`src/rtl/alu_pkg.sv`:
```
// rtl/alu_pkg.sv - shared ALU opcodes, instruction fields, FSM states and PSR bit indices
package alu_pkg;

    localparam int DATA_W = 16;
    localparam int NREGS  = 16;
    localparam int REG_AW = 4;
    localparam int OPC_W  = 8;

    // ALU opcode codes, shared with the combinational ALU
    localparam logic [OPC_W-1:0] OP_ADD    = 8'd0;
    localparam logic [OPC_W-1:0] OP_ADDU   = 8'd1;
    localparam logic [OPC_W-1:0] OP_ADDC   = 8'd2;
    localparam logic [OPC_W-1:0] OP_ADDCU  = 8'd3;
    localparam logic [OPC_W-1:0] OP_SUB    = 8'd4;
    localparam logic [OPC_W-1:0] OP_CMP    = 8'd5;
    localparam logic [OPC_W-1:0] OP_CMPU   = 8'd6;
    localparam logic [OPC_W-1:0] OP_AND    = 8'd7;
    localparam logic [OPC_W-1:0] OP_OR     = 8'd8;
    localparam logic [OPC_W-1:0] OP_XOR    = 8'd9;
    localparam logic [OPC_W-1:0] OP_NOT    = 8'd10;
    localparam logic [OPC_W-1:0] OP_LSH    = 8'd11;
    localparam logic [OPC_W-1:0] OP_RSH    = 8'd12;
    localparam logic [OPC_W-1:0] OP_ALSH   = 8'd13;
    localparam logic [OPC_W-1:0] OP_ARSH   = 8'd14;
    localparam logic [OPC_W-1:0] OP_ADDI   = 8'd15;
    localparam logic [OPC_W-1:0] OP_ADDUI  = 8'd16;
    localparam logic [OPC_W-1:0] OP_ADDCUI = 8'd17;
    localparam logic [OPC_W-1:0] OP_SUBI   = 8'd18;
    localparam logic [OPC_W-1:0] OP_CMPI   = 8'd19;
    localparam logic [OPC_W-1:0] OP_CMPUI  = 8'd20;
    localparam logic [OPC_W-1:0] OP_LSHI   = 8'd21;
    localparam logic [OPC_W-1:0] OP_RSHI   = 8'd22;
    localparam logic [OPC_W-1:0] OP_NOP    = 8'd24;

    // Instruction field positions
    localparam int F_MAJ_LO = 12;
    localparam int F_RD_LO  = 8;
    localparam int F_EXT_LO = 4;
    localparam int F_RS_LO  = 0;

    // Major codes
    localparam logic [3:0] MAJ_REG    = 4'h0;
    localparam logic [3:0] MAJ_ADDI   = 4'h1;
    localparam logic [3:0] MAJ_ADDUI  = 4'h2;
    localparam logic [3:0] MAJ_ADDCUI = 4'h3;
    localparam logic [3:0] MAJ_SUBI   = 4'h4;
    localparam logic [3:0] MAJ_CMPI   = 4'h5;
    localparam logic [3:0] MAJ_CMPUI  = 4'h6;
    localparam logic [3:0] MAJ_LSHI   = 4'h7;
    localparam logic [3:0] MAJ_RSHI   = 4'h8;

    // PSR bit indices, Psr = {Carry, Flag, Low, Negative, Zero}
    localparam int PSR_CARRY = 4;
    localparam int PSR_FLAG  = 3;
    localparam int PSR_LOW   = 2;
    localparam int PSR_NEG   = 1;
    localparam int PSR_ZERO  = 0;

    typedef enum logic [1:0] {ST_IDLE, ST_DECODE, ST_EXEC, ST_WB} state_t;

    // Writeback class: which register/PSR fields an op touches
    typedef enum logic [1:0] {CLS_NONE, CLS_ARITH, CLS_CMP, CLS_LOGIC} cls_t;

    function automatic logic [OPC_W-1:0] regop_code(input logic [3:0] ext);
        case (ext)
            4'h0: return OP_ADD;
            4'h1: return OP_ADDU;
            4'h2: return OP_ADDC;
            4'h3: return OP_ADDCU;
            4'h4: return OP_SUB;
            4'h5: return OP_CMP;
            4'h6: return OP_CMPU;
            4'h7: return OP_AND;
            4'h8: return OP_OR;
            4'h9: return OP_XOR;
            4'hA: return OP_NOT;
            4'hB: return OP_LSH;
            4'hC: return OP_RSH;
            4'hD: return OP_ALSH;
            4'hE: return OP_ARSH;
            default: return OP_NOP;
        endcase
    endfunction

endpackage

```
`src/rtl/alu_regfile.sv`:
```
// rtl/alu_regfile.sv - 16x16 register file, two async read ports, debug read port, one sync write port
// Ports: clk, rst_n (sync clear), ra/rb read ports, dbg read port, we/wa/wd write port.
module alu_regfile
    import alu_pkg::*;
(
    input  logic              clk,
    input  logic              rst_n,
    input  logic [REG_AW-1:0] ra_addr,
    output logic [DATA_W-1:0] ra_data,
    input  logic [REG_AW-1:0] rb_addr,
    output logic [DATA_W-1:0] rb_data,
    input  logic [REG_AW-1:0] dbg_addr,
    output logic [DATA_W-1:0] dbg_data,
    input  logic              we,
    input  logic [REG_AW-1:0] wa,
    input  logic [DATA_W-1:0] wd
);

    logic [DATA_W-1:0] mem [NREGS];

    assign ra_data  = mem[ra_addr];
    assign rb_data  = mem[rb_addr];
    assign dbg_data = mem[dbg_addr];

    always_ff @(posedge clk) begin
        if (!rst_n) begin
            for (int i = 0; i < NREGS; i++) begin
                mem[i] <= '0;
            end
        end else if (we) begin
            mem[wa] <= wd;
        end
    end

endmodule

```
`src/rtl/alu_issue_ctrl.sv`:
```
// rtl/alu_issue_ctrl.sv - four-state issue/writeback controller driving the combinational ALU
// Ports: Instr/Instr_valid/Instr_ready fetch handshake; Alu_A/B/Opcode/CarryIn to ALU;
//        Alu_C and flags from ALU; Psr status; Done/Illegal retire pulses; Dbg_addr/Dbg_data debug read.
module alu_issue_ctrl
    import alu_pkg::*;
(
    input  logic              clk,
    input  logic              rst_n,
    input  logic [15:0]       Instr,
    input  logic              Instr_valid,
    output logic              Instr_ready,
    output logic [DATA_W-1:0] Alu_A,
    output logic [DATA_W-1:0] Alu_B,
    output logic [OPC_W-1:0]  Alu_Opcode,
    output logic              Alu_CarryIn,
    input  logic [DATA_W-1:0] Alu_C,
    input  logic              Alu_Carry,
    input  logic              Alu_Flag,
    input  logic              Alu_Low,
    input  logic              Alu_Negative,
    input  logic              Alu_Zero,
    output logic [4:0]        Psr,
    output logic              Done,
    output logic              Illegal,
    input  logic [REG_AW-1:0] Dbg_addr,
    output logic [DATA_W-1:0] Dbg_data
);

    state_t            state, state_nx;
    logic [15:0]       ir;
    logic [DATA_W-1:0] res_c;
    logic [4:0]        res_fl;

    logic [3:0]        maj, rd, ext, rs;
    logic [7:0]        imm8;
    logic [OPC_W-1:0]  dec_op;
    logic [DATA_W-1:0] dec_imm;
    logic              dec_use_imm;
    logic              dec_ill;
    cls_t              dec_cls;
    logic              dec_wr;
    logic [DATA_W-1:0] ra_data, rb_data;

    assign maj  = ir[F_MAJ_LO +: 4];
    assign rd   = ir[F_RD_LO  +: 4];
    assign ext  = ir[F_EXT_LO +: 4];
    assign rs   = ir[F_RS_LO  +: 4];
    assign imm8 = ir[7:0];

    // Decode is driven from the latched instruction so WB still sees the same class.
    always_comb begin
        dec_op      = OP_NOP;
        dec_imm     = '0;
        dec_use_imm = 1'b0;
        dec_ill     = 1'b0;
        dec_cls     = CLS_NONE;
        case (maj)
            MAJ_REG: begin
                dec_op = regop_code(ext);
                if (ext <= 4'h4)                       dec_cls = CLS_ARITH;
                else if (ext == 4'h5 || ext == 4'h6)   dec_cls = CLS_CMP;
                else if (ext != 4'hF)                  dec_cls = CLS_LOGIC;
            end
            MAJ_ADDI:   begin dec_op = OP_ADDI;   dec_use_imm = 1'b1; dec_imm = {{8{imm8[7]}}, imm8}; dec_cls = CLS_ARITH; end
            MAJ_ADDUI:  begin dec_op = OP_ADDUI;  dec_use_imm = 1'b1; dec_imm = {8'd0, imm8};         dec_cls = CLS_ARITH; end
            MAJ_ADDCUI: begin dec_op = OP_ADDCUI; dec_use_imm = 1'b1; dec_imm = {8'd0, imm8};         dec_cls = CLS_ARITH; end
            MAJ_SUBI:   begin dec_op = OP_SUBI;   dec_use_imm = 1'b1; dec_imm = {{8{imm8[7]}}, imm8}; dec_cls = CLS_ARITH; end
            MAJ_CMPI:   begin dec_op = OP_CMPI;   dec_use_imm = 1'b1; dec_imm = {{8{imm8[7]}}, imm8}; dec_cls = CLS_CMP;   end
            MAJ_CMPUI:  begin dec_op = OP_CMPUI;  dec_use_imm = 1'b1; dec_imm = {8'd0, imm8};         dec_cls = CLS_CMP;   end
            MAJ_LSHI:   begin dec_op = OP_LSHI;   dec_use_imm = 1'b1; dec_imm = {12'd0, ir[3:0]};     dec_cls = CLS_LOGIC; end
            MAJ_RSHI:   begin dec_op = OP_RSHI;   dec_use_imm = 1'b1; dec_imm = {12'd0, ir[3:0]};     dec_cls = CLS_LOGIC; end
            default:    dec_ill = 1'b1;
        endcase
    end

    assign dec_wr = (dec_cls == CLS_ARITH) || (dec_cls == CLS_LOGIC);

    alu_regfile u_regfile (
        .clk      (clk),
        .rst_n    (rst_n),
        .ra_addr  (rd),
        .ra_data  (ra_data),
        .rb_addr  (rs),
        .rb_data  (rb_data),
        .dbg_addr (Dbg_addr),
        .dbg_data (Dbg_data),
        .we       ((state == ST_WB) && dec_wr),
        .wa       (rd),
        .wd       (res_c)
    );

    always_comb begin
        state_nx    = state;
        Instr_ready = 1'b0;
        Done        = 1'b0;
        Illegal     = 1'b0;
        case (state)
            ST_IDLE: begin
                Instr_ready = 1'b1;
                if (Instr_valid) state_nx = ST_DECODE;
            end
            ST_DECODE: state_nx = ST_EXEC;
            ST_EXEC:   state_nx = ST_WB;
            ST_WB: begin
                Done     = 1'b1;
                Illegal  = dec_ill;
                state_nx = ST_IDLE;
            end
            default: state_nx = ST_IDLE;
        endcase
    end

    assign Alu_CarryIn = Psr[PSR_CARRY];

    always_ff @(posedge clk) begin
        if (!rst_n) begin
            state      <= ST_IDLE;
            ir         <= '0;
            Alu_A      <= '0;
            Alu_B      <= '0;
            Alu_Opcode <= OP_NOP;
            res_c      <= '0;
            res_fl     <= '0;
            Psr        <= '0;
        end else begin
            state <= state_nx;
            if (state == ST_IDLE && Instr_valid) begin
                ir <= Instr;
            end
            if (state == ST_DECODE) begin
                Alu_A      <= ra_data;
                Alu_B      <= dec_use_imm ? dec_imm : rb_data;
                Alu_Opcode <= dec_op;
            end
            if (state == ST_EXEC) begin
                res_c  <= Alu_C;
                res_fl <= {Alu_Carry, Alu_Flag, Alu_Low, Alu_Negative, Alu_Zero};
            end
            if (state == ST_WB) begin
                if (dec_cls == CLS_ARITH) begin
                    Psr[PSR_CARRY] <= res_fl[PSR_CARRY];
                    Psr[PSR_FLAG]  <= res_fl[PSR_FLAG];
                    Psr[PSR_ZERO]  <= res_fl[PSR_ZERO];
                end else if (dec_cls == CLS_CMP) begin
                    Psr[PSR_LOW]   <= res_fl[PSR_LOW];
                end
            end
        end
    end

endmodule

```
`config.mk`:
```
export PLATFORM = sky130hd
export DESIGN_NAME = alu_issue_ctrl
export DESIGN_NICKNAME = d
export VERILOG_FILES = /design/src/rtl/alu_pkg.sv /design/src/rtl/alu_regfile.sv /design/src/rtl/alu_issue_ctrl.sv
export SDC_FILE = /design/constraint.sdc
export NUM_CORES = 1
export LEC_CHECK = 0
export CORE_MARGIN = 2
export CORE_UTILIZATION = 40
export CTS_BUF_LIST = sky130_fd_sc_hd__clkbuf_8
export CTS_CLUSTER_DIAMETER = 40
export DETAILED_ROUTE_END_ITERATION = 8
export PLACE_DENSITY = 0.69
export SYNTH_ARGS = -nofsm -noshare
export SYNTH_HDL_FRONTEND = slang
export SYNTH_SLANG_ARGS = --single-unit
```
`constraint.sdc`:
```
create_clock -name clk -period 4 [get_ports clk]
set_input_delay 0.8 -clock clk [delete_from_list [all_inputs] [get_ports clk]]
set_output_delay 0.8 -clock clk [all_outputs]
set_load 0.005 [all_outputs]
```
==> results.py <==
metrics = {
    "cells_and_area": {
        "finalNonFillerCells": 2150,
        "drive_gt1_share_pct": 27.80,
        "flow.area_growth_from_synthesis_pct": 16.82,
        "final_design_area_excluding_fillers_um2": 21980,
        "insertedDiodeCount": 0,
        "finalNetCount": 1541,
        "filler_cell_count": 4028,
    },
    "synth": {
        "synth_enable_flop_cells": 256,
        "postSynthCellCount": 1406,
        "post_synth_num_cell_types": 57,
        "ys_warn_count": 0,
        "ys_ff_latch": 344,
        "postSynth.topFlopCell": "edfxtp_1",
        "synth_async_sr_flop_share_pct": 0,
        "synth_sequential_area_ratio_pct": 50.23,
        "netlist_area_um2": 18810,
        "synth.avg_cell_area_um2": 13.38,
    },
    "place": {
        "placedInstanceArea_um2": 20530,
        "placedCellCount": 2031,
        "post-dp-hpwl_um": 39520,
        "dp_slack_ns": 0.3416,
        "place.port_buffers": 103,
        "gp_congestion": 0.9048,
    },
    "power": {
        "static-leakage-power_nw": 7.247,
        "vdd_drop_max_v": 0.0003364,
        "p_per_area_nw_per_um2": 538.0,
    },
    "worst_hold_path": {
        "min-delay-path-class": "reg2reg",
        "hold_path_startpoint": "res_fl[3]",
    },
    "flow_run": {
        "timing.max_cap.violations": 0,
    },
    "global_route": {
        "number_of_global_route_vias_before_repair": 14010,
        "grt_start_max_net_pins": 65,
        "grtUsageTotal_pct": 25.18,
        "grt_pass1_wl_um": 91090,
        "grt_antenna_before_repair": 0,
        "overflow": 0,
    },
    "clocking": {
        "cts.root.buffer_cell": "clkbuf_8",
        "cts_buffer_depth": 3,
        "cts_num_sinks": 344,
        "cts_inserted_buffers": 67,
        "cts_tree": "built",
        "cts_hold_buffers": 0,
        "cts_setup_buffers": 0,
        "cts.clk_slew.worst_paths_ns": 0.06,
        "ctsResizeCount": 0,
        "insertion_delay_ns": 0.62,
        "clock_tree.htree_level_count": 3,
    },
    "floorplanning": {
        "die-area_um2": 48780,
        "core_area_um2": 46460,
        "io_pins": 109,
        "row_count": 79,
        "die_height_um": 220.9,
        "start_util_pct": 40.49,
        "dieWidth_um": 220.9,
    },
    "timing": {
        "timing.max_slew.rel_slack_pct": 21.27,
        "rsz_0062_raised_after_global_routing": "no",
        "setup_tns_ns": 0,
        "layout_setup_ws_ns": 0.3357,
        "timing.clock.skew_ns": 0.03576,
        "worst-slew-pin-transition_ns": 1.181,
        "maxClockFrequency_mhz": 272.9,
        "finalCritPeriodShare_pct": 91.61,
        "period_minus_slack_ns": 3.664,
        "drv_slew": 0,
        "report.final.setup_viol": 0,
        "finalHoldViolCount": 0,
    },
    "worst_setup_path": {
        "wp_data_arrival_ns": 2.86,
        "crit_required_ns": 3.20,
        "setup.worst_path.end_class": "output port",
        "path_class": "in2out",
        "critical_path.most_common_cell": "mux4_2",
        "critical_path.max_stage_delay_ns": 0.55,
        "critical-path-slowest-cell": "mux4_2",
        "r2r-start": "ir[12]",
        "ordered_list_of_cells_on_the_worst_path": "buf_4 > buf_12 > mux4_2 > mux4_2 > clkdlybuf4s50_1",
        "critical_path.startpoint": "Dbg_addr[0]",
        "reg2reg_slack_ns": 0.77,
        "crit_path_start_kind": "input port",
        "cp_max_fo": 28,
    },
    "routing": {
        "drtIter0Drc": 1789,
        "firstDrtPassIters": 6,
        "detail-route-antenna-nets": 0,
        "drt-total-wl_um": 62200,
        "wire_per_inst_um": 28.93,
        "route.detailed.drc": 0,
        "detail_route.vias_per_cell": 6.462,
        "vias": 13890,
    },
    "run_status": {
        "run_status": "complete, no violations",
    },
}
## cell usage after synthesis, types with 21 or more instances
cell | instances | area share (%)
clkbuf_1 | 76 | 1.5
dfxtp_1 | 88 | 9.4
edfxtp_1 | 256 | 41
mux4_2 | 199 | 24
buf_4 | 31 | 1.2
o21ai_0 | 54 | 1.4
nand3_1 | 21 | 0.56
a21oi_1 | 43 | 1.1
buf_2 | 33 | 0.88
mux2i_1 | 39 | 2.1
nor3_1 | 145 | 3.9
nor2_1 | 160 | 3.2
nand2_1 | 91 | 1.8
## layer usage
| metal | up-vias | track usage, % | routed length [µm] |
|---|---|---|---|
| li1 | 5681 | - | - |
| met1 | 6978 | 32.55 | 22320 |
| met2 | 1040 | 40.37 | 29660 |
| met3 | 194 | 5.776 | 7144 |
| met4 | 0 | 11.91 | 3075 |
| met5 | - | 0 | 0 |
## final cells by class
cell class / count / area (µm²) / area share [%]
clock inverter: 46 / 439.2 / 1.998
multi-input combinational: 897 / 8581 / 39.05
clock buffer: 73 / 1005 / 4.572
timing repair buffer: 175 / 1699 / 7.732
inverter: 8 / 30.03 / 0.1366
sequential: 344 / 9463 / 43.06
tap: 607 / 759.5 / 3.456
## path summary, 6_finish.rpt
path                    endpoint  cells after the start
max                  Dbg_data[9]                      5
max reg2reg  u_regfile.mem[7][5]                      7
min                       Psr[3]                      2
min reg2reg               Psr[3]                      2
## through the flow
step | total power [W] | hold slack, ns | util, %
3_3_place_gp | 0.007939 | 0.4442 | 44.20
2_1_floorplan | 0.006578 | 0.4373 | -
3_5_place_dp | 0.007995 | 0.4519 | 44.20
4_1_cts | 0.01182 | 0.4625 | 47.30
6_report | 0.01182 | 0.4584 | 47.30
5_1_grt | 0.01223 | 0.4789 | 47.30
## power breakdown
group	total, W	internal [W]	switching [W]
sequential	0.00464	0.00419	0.000449
combinational	0.00334	0.00149	0.00185
clock	0.00384	0.00227	0.00157
total	0.0118	0.00795	0.00387
## placed cells by master, fill, tap and decap left out, types with 3 or more instances in the layout
cell,netlist,final
and2_1,4,4
mux2_2,19,19
nor2_1,160,159
ha_1,4,4
mux4_1,8,8
bufinv_16,0,9
a21oi_1,43,43
a22oi_1,16,16
inv_1,6,23
clkdlybuf4s50_1,0,100
a21o_1,6,6
o21ai_0,54,44
clkinv_1,1,6
nand2_2,4,4
edfxtp_1,256,256
conb_1,1,4
clkinvlp_4,0,3
buf_4,31,63
mux2i_1,39,39
and3_1,4,4
a221oi_1,13,13
nand3_1,21,21
dfxtp_4,0,3
a21boi_0,3,3
dfxtp_1,88,83
nand2_1,91,91
o21ai_2,0,12
mux4_2,199,199
a211oi_1,3,3
nor3_1,145,145
buf_12,1,11
clkinv_2,0,11
clkbuf_8,0,73
a31oi_1,19,19
nand2b_2,0,3
## worst max-delay path: cells and delay by family
| kind | cells | cell delay, ns |
|---|---|---|
| mux | 2 | 1.09 |
| buf+inv | 3 | 0.93 |
## logic make-up (layout without fill, tap and decap cells)
| logic type | after synthesis | after routing | synth area share [%] |
|---|---|---|---|
| AOI/OAI and AO/OA | 169 | 169 | 5.474 |
| xor gates and xnor gates | 4 | 4 | 0.2860 |
| muxes | 265 | 265 | 28.15 |
| DFF | 344 | 344 | 50.23 |
| other | 1 | 4 | 0.01993 |
| buffers and inverters | 168 | 302 | 4.636 |
| and+or+nand+nor | 451 | 451 | 10.93 |
| adders and majority gates | 4 | 4 | 0.2661 |
## state kept, by name, indices dropped and copies added, names as in the netlist, named ones only
| name | cells |
|---|---|
| Psr | 4 |
| Alu_B | 16 |
| res_fl | 4 |
| ir | 16 |
| Alu_A | 16 |
| res_c | 16 |
| Alu_Opcode | 5 |
| u_regfile.mem | 256 |
| state | 2 |
(Power assumes the default switching activity.)
